===== src/rtl/mem_responder_pkg.sv =====
// Shared types and default sizing for the adding-machine memory responder.
package mem_responder_pkg;

    localparam int DEF_DATA_W      = 8;
    localparam int DEF_ADDR_W      = 6;
    localparam int DEF_WAIT_CYCLES = 1;

    typedef enum logic [1:0] {
        IDLE    = 2'd0,
        WAIT    = 2'd1,
        RESPOND = 2'd2
    } state_e;

    typedef enum logic {
        OP_RD = 1'b0,
        OP_WR = 1'b1
    } op_e;

endpackage


===== src/rtl/mem_responder_array.sv =====
// Program/data store: one synchronous write port shared by the access and
// preload paths, one combinational read port, contents never reset.
module mem_array #(
    parameter int DATA_W = 8,
    parameter int ADDR_W = 6
) (
    input  logic              clk_i,
    input  logic              acc_we_i,
    input  logic [ADDR_W-1:0] acc_adr_i,
    input  logic [DATA_W-1:0] acc_data_i,
    input  logic              ld_we_i,
    input  logic [ADDR_W-1:0] ld_adr_i,
    input  logic [DATA_W-1:0] ld_data_i,
    input  logic [ADDR_W-1:0] rd_adr_i,
    output logic [DATA_W-1:0] rd_data_o
);

    localparam int DEPTH = 1 << ADDR_W;

    logic [DATA_W-1:0] mem_q [DEPTH];

    // Access writes take priority; the responder never issues both at once.
    always_ff @(posedge clk_i) begin
        if (acc_we_i) begin
            mem_q[acc_adr_i] <= acc_data_i;
        end else if (ld_we_i) begin
            mem_q[ld_adr_i] <= ld_data_i;
        end
    end

    assign rd_data_o = mem_q[rd_adr_i];

endmodule


===== src/rtl/mem_responder.sv =====
// Memory-side responder: serves rd_mem/wr_mem strobes after WAIT_CYCLES
// wait states with a one-cycle mem_ready pulse, plus an idle-time preload port.
module mem_responder
    import mem_responder_pkg::*;
#(
    parameter int DATA_W      = DEF_DATA_W,
    parameter int ADDR_W      = DEF_ADDR_W,
    parameter int WAIT_CYCLES = DEF_WAIT_CYCLES
) (
    input  logic              clk,
    input  logic              reset,
    input  logic              rd_mem,
    input  logic              wr_mem,
    input  logic [ADDR_W-1:0] adr,
    input  logic [DATA_W-1:0] data_in,
    output logic [DATA_W-1:0] data_out,
    output logic              mem_ready,
    output logic              busy,
    input  logic              load_en,
    input  logic [ADDR_W-1:0] load_adr,
    input  logic [DATA_W-1:0] load_data,
    output logic              conflict,
    output logic              overrun,
    input  logic              clr_err
);

    localparam logic [3:0] CNT_INIT = (WAIT_CYCLES == 0) ? 4'd0 : 4'(WAIT_CYCLES - 1);

    state_e            state_q;
    logic [3:0]        cnt_q;
    logic [ADDR_W-1:0] adr_q;
    op_e               op_q;
    logic [DATA_W-1:0] wdata_q;
    logic [DATA_W-1:0] data_out_q;
    logic              mem_ready_q;
    logic              busy_q;
    logic              conflict_q;
    logic              overrun_q;

    logic              idle_s;
    logic              strobe_one_s;
    logic              conflict_set_s;
    logic              overrun_set_s;
    logic              load_fire_s;
    logic              acc_we_s;
    logic [ADDR_W-1:0] rd_adr_s;
    logic [DATA_W-1:0] rd_data_s;

    assign idle_s         = (state_q == IDLE);
    assign strobe_one_s   = rd_mem ^ wr_mem;
    assign conflict_set_s = idle_s & ((rd_mem & wr_mem) | (load_en & (rd_mem | wr_mem)));
    assign overrun_set_s  = ~idle_s & (rd_mem | wr_mem | load_en);
    assign load_fire_s    = idle_s & load_en & ~rd_mem & ~wr_mem;
    // The write lands on the edge leaving RESPOND, so a reset during RESPOND abandons it.
    assign acc_we_s       = (state_q == RESPOND) & (op_q == OP_WR);
    // With no wait states the read is captured straight from the live address.
    assign rd_adr_s       = idle_s ? adr : adr_q;

    mem_array #(
        .DATA_W (DATA_W),
        .ADDR_W (ADDR_W)
    ) u_array (
        .clk_i      (clk),
        .acc_we_i   (acc_we_s),
        .acc_adr_i  (adr_q),
        .acc_data_i (wdata_q),
        .ld_we_i    (load_fire_s),
        .ld_adr_i   (load_adr),
        .ld_data_i  (load_data),
        .rd_adr_i   (rd_adr_s),
        .rd_data_o  (rd_data_s)
    );

    // Access FSM with registered outputs; read data is captured on entry to RESPOND.
    always_ff @(posedge clk or negedge reset) begin
        if (!reset) begin
            state_q     <= IDLE;
            cnt_q       <= 4'd0;
            adr_q       <= '0;
            op_q        <= OP_RD;
            wdata_q     <= '0;
            data_out_q  <= '0;
            mem_ready_q <= 1'b0;
            busy_q      <= 1'b0;
            conflict_q  <= 1'b0;
            overrun_q   <= 1'b0;
        end else begin
            mem_ready_q <= 1'b0;
            conflict_q  <= conflict_set_s | (conflict_q & ~clr_err);
            overrun_q   <= overrun_set_s | (overrun_q & ~clr_err);
            case (state_q)
                IDLE: begin
                    if (strobe_one_s) begin
                        adr_q   <= adr;
                        op_q    <= wr_mem ? OP_WR : OP_RD;
                        wdata_q <= data_in;
                        busy_q  <= 1'b1;
                        if (WAIT_CYCLES == 0) begin
                            state_q     <= RESPOND;
                            mem_ready_q <= 1'b1;
                            if (rd_mem) begin
                                data_out_q <= rd_data_s;
                            end
                        end else begin
                            state_q <= WAIT;
                            cnt_q   <= CNT_INIT;
                        end
                    end else begin
                        busy_q <= 1'b0;
                    end
                end
                WAIT: begin
                    if (cnt_q == 4'd0) begin
                        state_q     <= RESPOND;
                        mem_ready_q <= 1'b1;
                        if (op_q == OP_RD) begin
                            data_out_q <= rd_data_s;
                        end
                    end else begin
                        cnt_q <= cnt_q - 4'd1;
                    end
                end
                RESPOND: begin
                    state_q <= IDLE;
                    busy_q  <= 1'b0;
                end
                default: begin
                    state_q <= IDLE;
                    busy_q  <= 1'b0;
                    cnt_q   <= 4'd0;
                end
            endcase
        end
    end

    assign data_out  = data_out_q;
    assign mem_ready = mem_ready_q;
    assign busy      = busy_q;
    assign conflict  = conflict_q;
    assign overrun   = overrun_q;

endmodule


===== config.mk =====
export PLATFORM = sky130hd
export DESIGN_NAME = mem_responder
export DESIGN_NICKNAME = d
export VERILOG_FILES = /design/src/rtl/mem_responder_pkg.sv /design/src/rtl/mem_responder_array.sv /design/src/rtl/mem_responder.sv
export SDC_FILE = /design/constraint.sdc
export NUM_CORES = 1
export LEC_CHECK = 0
export ABC_AREA = 1
export CAP_MARGIN = 20
export CORE_MARGIN = 3
export CORE_UTILIZATION = 28
export DETAILED_ROUTE_END_ITERATION = 7
export DONT_BUFFER_PORTS = 1
export PLACE_DENSITY = 0.51
export SLEW_MARGIN = 25
export SYNTH_ARGS = -nofsm -noshare
export SYNTH_HDL_FRONTEND = slang
export SYNTH_SLANG_ARGS = --single-unit

===== constraint.sdc =====
create_clock -name clk -period 7.1 [get_ports clk]
set_clock_uncertainty 0.15 [all_clocks]
set_input_delay 1.065 -clock clk [delete_from_list [all_inputs] [get_ports clk]]
set_output_delay 1.065 -clock clk [all_outputs]
set_load 0.02 [all_outputs]

==> summary.md, run 1 <==
• **arrival time worst endpoint** 4.41 ns
• **Yosys top cell by area** edfxtp_1
• **dominant cell by count in the synthesized netlist** nand2_1
• **number of synthesis warnings** 0
• **portion of synthesized cell area occupied by the leading cell type** 63.2%
• **time the final worst path needs with I/O delays and setup** 4.05 ns
• **area growth from synthesis to layout** 12.2%
• **Yosys cell types** 28
• **number of violations reported at the end of detailed-routing iteration 0** 1377
• **data required time of the worst path** 7.46 ns
• **clock edge transition at the registers on the reported setup and hold paths** 0.06 ns
• **count of clock tree sinks** 545
• **start of the worst register-to-register path** state_q[1]$_DFFE_PN0P_
• **number of maximum-capacitance constraint violations** 0
• **global-route wire length before repair** 97300 um
• **via count of the first global-routing pass** 15500
• **via density per instance** 4.44
• **slew of the pin with the lowest slew margin** 1.10 ns
• **number of nets with antenna violations after routing** 0
• **Seq. cell area** 0.0162 mm2
• **type of destination of the critical path** flip-flop
• **fraction of registers with async set/reset** 6.06%
• **maximum number of pins on one net before global-route repair** 148
• **number of cells traversed by the worst register-to-register path** 14
• **slack of the critical path** 3.05 ns
• **worst min path class** in2async
• **area taken by multi-input logic gates** 0.00567 mm2
• **final number of hold-violating endpoints** 0
• **setup repair after global routing missed its margin** no
• **deepest level of the CTS H-tree** 2
• **final critical-path share of the clock period** 57.0%
• **number of register bits inferred by synthesis** 545
• **synthesized netlist cell count** 2428
• **vias after detailed routing** 16000
• **Post-Syn Area per Cell** 10.0 um2
• **Setup crit start kind** flip-flop
• **maximum fanout along the worst path** 80
• **number of inserted diodes** 0
• **FF-to-FF End** data_out[6]$_DFFE_PN0P_
• **kind of critical path** reg2reg
• **routability congestion estimate** 0.753
• **biggest area contributors in the synthesized netlist** edfxtp_1 63%, nand3_1 11%, nand2_1 8.9%
• **setup TNS** 0 ns
• **width of the die** 301 um
• **fill cell count** 8832
• **final standard cell utilization of the core** 31.9%
• **DRT Pass-1 Iters** 5
• **initial core utilization** 28.4%
• **drt total wl** 64500 um
• **number of top-level pins** 46
• **Worst Hold Margin** 0.132 ns
• **Worst slew margin** 26.0%
• **Clock Path Buffers** 3
• **Detail Placement HPWL** 35300 um
• **placeable core region** 0.0857 mm2
• **die outline area** 0.0905 mm2
• **final max-slew violation count** 0
• **overall routing resource usage** 14.2%
• **commonest cells in the netlist** 576 x nand2_1, 542 x nand3_1, 514 x inv_1, 512 x edfxtp_1, 81 x nor2_1
• **proportion of synthesized chip area in sequential cells** 66.6%
• **net count of the finished layout** 2439
• **number of antenna violations at the first check in global routing** 0
• **outcome** completed
• **IR Drop Worst-Case VDD** 0.654 mV
• **clock network latency to the later pin of the worst-skew pair** 0.62 ns
• **Vert. Die Dim** 301 um
• **share of final-layout standard cells stronger than drive strength 1** 5.51%
• **number of synthesized flops with an enable pin** 512
• **cell at the root of the clock tree** clkbuf_16
• **CTS tree** yes
• **worst slack after detailed placement** 2.83 ns
• **reg2reg setup slack** 3.05 ns
• **Critical path origin** state_q[1]$_DFFE_PN0P_
• **total congestion overflow after global routing** 0
• **Power per Cell Area** 455 mW/mm2
• **number of nets produced by synthesis** 2466
• **number of endpoints failing setup at the final stage** 0
• **Port Buffer Count** 0
• **CTS buffer count** 59
• **summed instance area of the synthesized netlist** 0.0243 mm2
• **ys flop type** edfxtp_1
• **total DRC errors in the routed layout** 0
• **maximum operating frequency** 247 MHz
• **leakage power figure** 11.3 nW
• **count of instances resized after the clock tree is built** 0
• **Avg WL per Cell** 17.9 um
• **Placement Rows** 107
[layer usage]
metal	up-vias	global-route usage, %	share of wire (%)
li1	7803	-	-
met3	91	3.48	7.7
met1	7616	19.6	45
met5	-	0	0
met2	461	22.4	45
met4	0	3.63	2.3
[state kept, by name, indices dropped and copies added, names as in the netlist]
signal	flops
conflict	1
adr_q	6
busy	1
data_out	8
cnt_q	4
wdata_q	8
u_array.mem_q	512
op_q	1
state_q	2
mem_ready	1
overrun	1
[cells in the final DEF (no fill, tap or decap), types with 2 or more instances in the layout]
master       n
nand2_1    567
nand3_1    542
inv_1      514
edfxtp_1   512
nor2_1      81
clkbuf_16   60
dfrtp_1     33
buf_4       20
clkbuf_1    18
clkinv_1    15
nand2_2     13
clkinv_2    11
a21oi_1      8
o21ai_0      8
mux2_2       8
o21ai_1      6
ha_1         4
buf_12       4
o21ai_4      3
bufinv_16    3
inv_2        2
nand4_1      2
o22ai_1      2
nand2_8      2
o21ai_2      2
[logic make-up after synthesis]
group / count (synthesis) / share of synthesized area (%)
compound gates: 30 / 0.648
xor+xnor: 1 / 0.0360
fa+ha+maj: 4 / 0.206
buf+inv: 629 / 10.5
flops: 545 / 66.6
mux: 8 / 0.370
simple gates: 1211 / 21.7
[cell type report]
class                   instances  share of cell area (%)
flip-flops and latches        545                    59.3
multi-input cells            1254                    20.8
inverters                     516                    7.09
clock buffers                  79                    5.80
well taps                    1144                    5.24
repair buffers                 25                   0.944
clock inverters                31                   0.829
[power by group]
group / leakage, nW / total, mW / internal [mW] / switching [mW]
sequential: 5.01 / 4.27 / 4.13 / 0.144
clock: 0.888 / 2.91 / 1.66 / 1.25
combinational: 5.43 / 5.25 / 1.28 / 3.97
total: 11.3 / 12.4 / 7.07 / 5.36
[how the worst max path moves through the flow]
stage / endpoint / slack, ns / depth (start not counted)
final: data_out[6]$_DFFE_PN0P_ / 3.05 / 14
after global placement: u_array.mem_q[0][3]$_DFFE_PP_ / 2.82 / 7
after global routing: u_array.mem_q[49][7]$_DFFE_PP_ / 2.74 / 9
after detailed placement: u_array.mem_q[49][7]$_DFFE_PP_ / 2.83 / 9
after CTS: u_array.mem_q[49][4]$_DFFE_PP_ / 3.04 / 9
after floorplan: u_array.mem_q[11][0]$_DFFE_PP_ / 4.17 / 9
[stage by stage]
step	instances	instance area [um2]	power [mW]
after floorplan	2428	24300	7.70
after global placement	3482	25400	9.59
after detailed placement	3482	25400	9.61
after CTS	3593	27300	12.5
after global routing	3594	27300	13.2
final	3594	27300	12.4
[worst max-delay path, stage by stage (launching register included)]
cell     delay (ns)
dfrtp_1        0.43
nor2_4         0.45
nand2_2        0.44
nand2_8        0.55
buf_16         0.35
buf_12         0.32
nand2_1        0.10
nand3_1        0.10
nand3_1        0.12
nand3_1        0.20
nand3_1        0.19
nand3_1        0.19
nand2_1        0.07
nand2_1        0.06
nand2_1        0.04
[what timing repair did]
action / in CTS / in global routing
hold buffers: 1 / 0
setup buffers: 0 / 0
endpoints found under the hold margin: 33 / 0
No activity file was read; power rests on OpenSTA's default activity.
==> run 2, diff against run 1 <==
Settings changed: PLACE_DENSITY 0.51 to 0.53.
Clock period 7.1 ns to 3.5 ns, I/O delays scaled along.
==> run 2 against run 1 <==
Net effect: cell count grew 2.4%; sequential power grew 100%; via count grew 3.6%; clock power grew 98%; flip-flop and latch count is the same; utilization grew 0.99 points; combinational power grew 110%; first-iteration DRC count grew 8.4%; sequential share of layout area shrank 1.8 points; highest routed layer is now met5.
==> summary.md, run 2 (synthesis gave the netlist of run 1 again) <==
• **outcome** completed
• **via density per instance** 4.50, +1.2%
• **share of final-layout standard cells stronger than drive strength 1** 8.40%, +2.9 points
• **fill cell count** 8800, -0.36%
• **global-route wire length before repair** 99600 um, +2.3%
• **most frequent cells in the layout** 567 x nand2_1, 542 x nand3_1, 514 x inv_1
• **width of the die** 301 um, unchanged
• **number of buffers and inverters on the critical path** 5, +3
• **placeable core region** 0.0857 mm2, unchanged
• **worst slack after detailed placement** 0.263 ns, -2.56 ns
• **count of instances resized after the clock tree is built** 0, unchanged
• **Worst slew margin** 27.9%, +1.9 points
• **most frequent standard cell in the layout excluding fill and tap cells** nand2_1
• **hold wc startpoint** load_data[4]
• **number of endpoints failing setup at the final stage** 0, unchanged
• **slew of the pin with the lowest slew margin** 1.07 ns, -0.0277 ns
• **number of nets with antenna violations after routing** 0, unchanged
• **CTS tree** yes
• **setup repair after global routing missed its margin** no
• **area post-placement** 0.0262 mm2, +2.9%
• **final critical-path share of the clock period** 92.2%
• **data required time of the worst path** 3.59 ns, -3.87 ns
• **die outline area** 0.0905 mm2, unchanged
• **FF-to-FF End** u_array.mem_q[19][7]$_DFFE_PP_
• **overall routing resource usage** 14.5%, +0.29 points
• **cell at the root of the clock tree** clkbuf_16
• **worst min path class** in2reg
• **Detail Placement HPWL** 39100 um, +11%
• **initial core utilization** 28.4%, unchanged
• **number of maximum-capacitance constraint violations** 0, unchanged
• **slack of the critical path** 0.274 ns, -2.78 ns
• **master of the slowest instance on the critical path** nor2_1
• **Worst Hold Margin** 0.0485 ns, -0.0838 ns
• **summed area of non-filler cells in the final layout** 0.0281 mm2, +3.1%
• **instance count along the most critical hold path** 2
• **drt total wl** 66300 um, +2.8%
• **via count of the first global-routing pass** 16000, +3.0%
• **net count of the finished layout** 2524, +3.5%
• **number of cells traversed by the worst register-to-register path** 10, -4
• **kind of critical path** in2reg
• **number of antenna violations at the first check in global routing** 1, +1
• **count of cell instances traversed by the critical path** 11, -3
• **reg2reg setup slack** 0.34 ns, -2.71 ns
• **number of top-level pins** 46, unchanged
• **DRT Pass-1 Iters** 5, unchanged
• **number of violations reported at the end of detailed-routing iteration 0** 1492, +8.4%
• **clock network latency to the later pin of the worst-skew pair** 0.62 ns, about the same
• **time the final worst path needs with I/O delays and setup** 3.23 ns
• **destination of the worst hold path** u_array.mem_q[21][4]$_DFFE_PP_
• **total congestion overflow after global routing** 0, unchanged
• **setup TNS** 0 ns, unchanged
• **Vert. Die Dim** 301 um, unchanged
• **number of setup buffers added after CTS** 0, unchanged
• **number of flip-flops under the largest register name** 512, unchanged
• **ordered list of cells on the worst path** dlygate4sd3_1, inv_1, nand4_4, inv_2, nand2_1, o21ai_1, inv_1, nor2_2, nand3_1, buf_4, nor2_1
• **deepest level of the CTS H-tree** 2, unchanged
• **total DRC errors in the routed layout** 0, unchanged
• **Setup crit start kind** input port
• **number of inserted diodes** 0, unchanged
• **maximum operating frequency** 310 MHz
• **Avg WL per Cell** 18.0 um, +0.39%
• **vias after detailed routing** 16500, +3.6%
• **largest reg by FF count** u_array.mem_q
• **maximum fanout along the worst path** 19, -76%
• **leakage power figure** 11.8 nW, +4.3%
• **count of clock tree sinks** 545, unchanged
• **Port Buffer Count** 0, unchanged
• **family with the most delay on the worst path** simple AND/OR/NAND/NOR gates
• **cell occurring most often along the worst timing path** inv_1
• **delay of the slowest cell on the worst path** 0.56 ns, about the same
• **arrival time worst endpoint** 3.32 ns, -1.09 ns
• **Placement Rows** 107, unchanged
• **type of destination of the critical path** flip-flop
• **CTS buffer count** 57, -3.4%
• **Clock Path Buffers** 3, unchanged
• **maximum number of pins on one net before global-route repair** 85, -43%
• **start of the worst register-to-register path** state_q[1]$_DFFE_PN0P_
• **final max-slew violation count** 0, unchanged
• **final number of hold-violating endpoints** 0, unchanged
• **routability congestion estimate** 0.816, +8.3%
• **clock edge transition at the registers on the reported setup and hold paths** 0.06 ns, about the same
• **area growth from synthesis to layout** 15.7%
• **IR Drop Worst-Case VDD** 1.15 mV, +76%
• **Power per Cell Area** 909 mW/mm2, +100%
==> run 2: changes by cell type in the layout (fill, tap and decap cells not counted), sizes merged <==
cell	before	now
buf	25	93
bufinv	3	0
clkbuf	79	80
clkinv	27	25
dlygate4sd3	0	19
clkinvlp	0	2
==> run 2: area by class of cell <==
class | count | area (um2) | share of cell area, %
clock buffers | 80 | 1620 | 5.74
repair buffers | 112 | 1150 | 4.09
flip-flops and latches | 545 | 16200 | 57.6
multi-input cells | 1254 | 5670 | 20.1
inverters | 516 | 1940 | 6.88
well taps | 1144 | 1430 | 5.09
clock inverters | 28 | 145 | 0.516
==> run 2: report_power, final <==
group | internal (mW) | switching, mW
logic | 3.02 | 8.18
clock network | 3.21 | 2.54
registers | 8.34 | 0.289
total | 14.6 | 11.0
==> run 2: stage by stage <==
stage / power [mW] / util [%] / instances
4_1_cts: 25.8 / 32.9 / 3679
6_report: 25.6 / 32.9 / 3679
2_1_floorplan: 15.6 / - / 2428
3_5_place_dp: 20.0 / 30.6 / 3551
3_3_place_gp: 20.0 / 30.6 / 3551
5_1_grt: 27.1 / 32.9 / 3679
==> run 2: worst max-delay path by stage <==
stage	start	endpoint	slack, ns
finish	wr_mem	u_array.mem_q[19][7]$_DFFE_PP_	0.27
global route	wr_mem	u_array.mem_q[20][6]$_DFFE_PP_	0.13
CTS	wr_mem	u_array.mem_q[35][2]$_DFFE_PP_	0.37
detailed placement	wr_mem	u_array.mem_q[35][5]$_DFFE_PP_	0.26
global placement	wr_mem	u_array.mem_q[37][3]$_DFFE_PP_	0.33
floorplan	state_q[0]$_DFFE_PN0P_	u_array.mem_q[56][0]$_DFFE_PP_	1.02
==> run 2: what timing repair did <==
action / CTS / global route
endpoints found under the setup margin: 0 / 0
hold endpoints to repair: 50 / 0
hold buffers: 20 / 0
==> run 2: layer usage <==
layer | part of all wire [%] | vias to the layer above | track usage [%]
met2 | 46 | 543 | 23.2
met4 | 2.1 | 2 | 3.57
met5 | 0.020 | - | 0
met1 | 44 | 7940 | 20.1
li1 | - | 7971 | -
met3 | 7.7 | 93 | 2.98
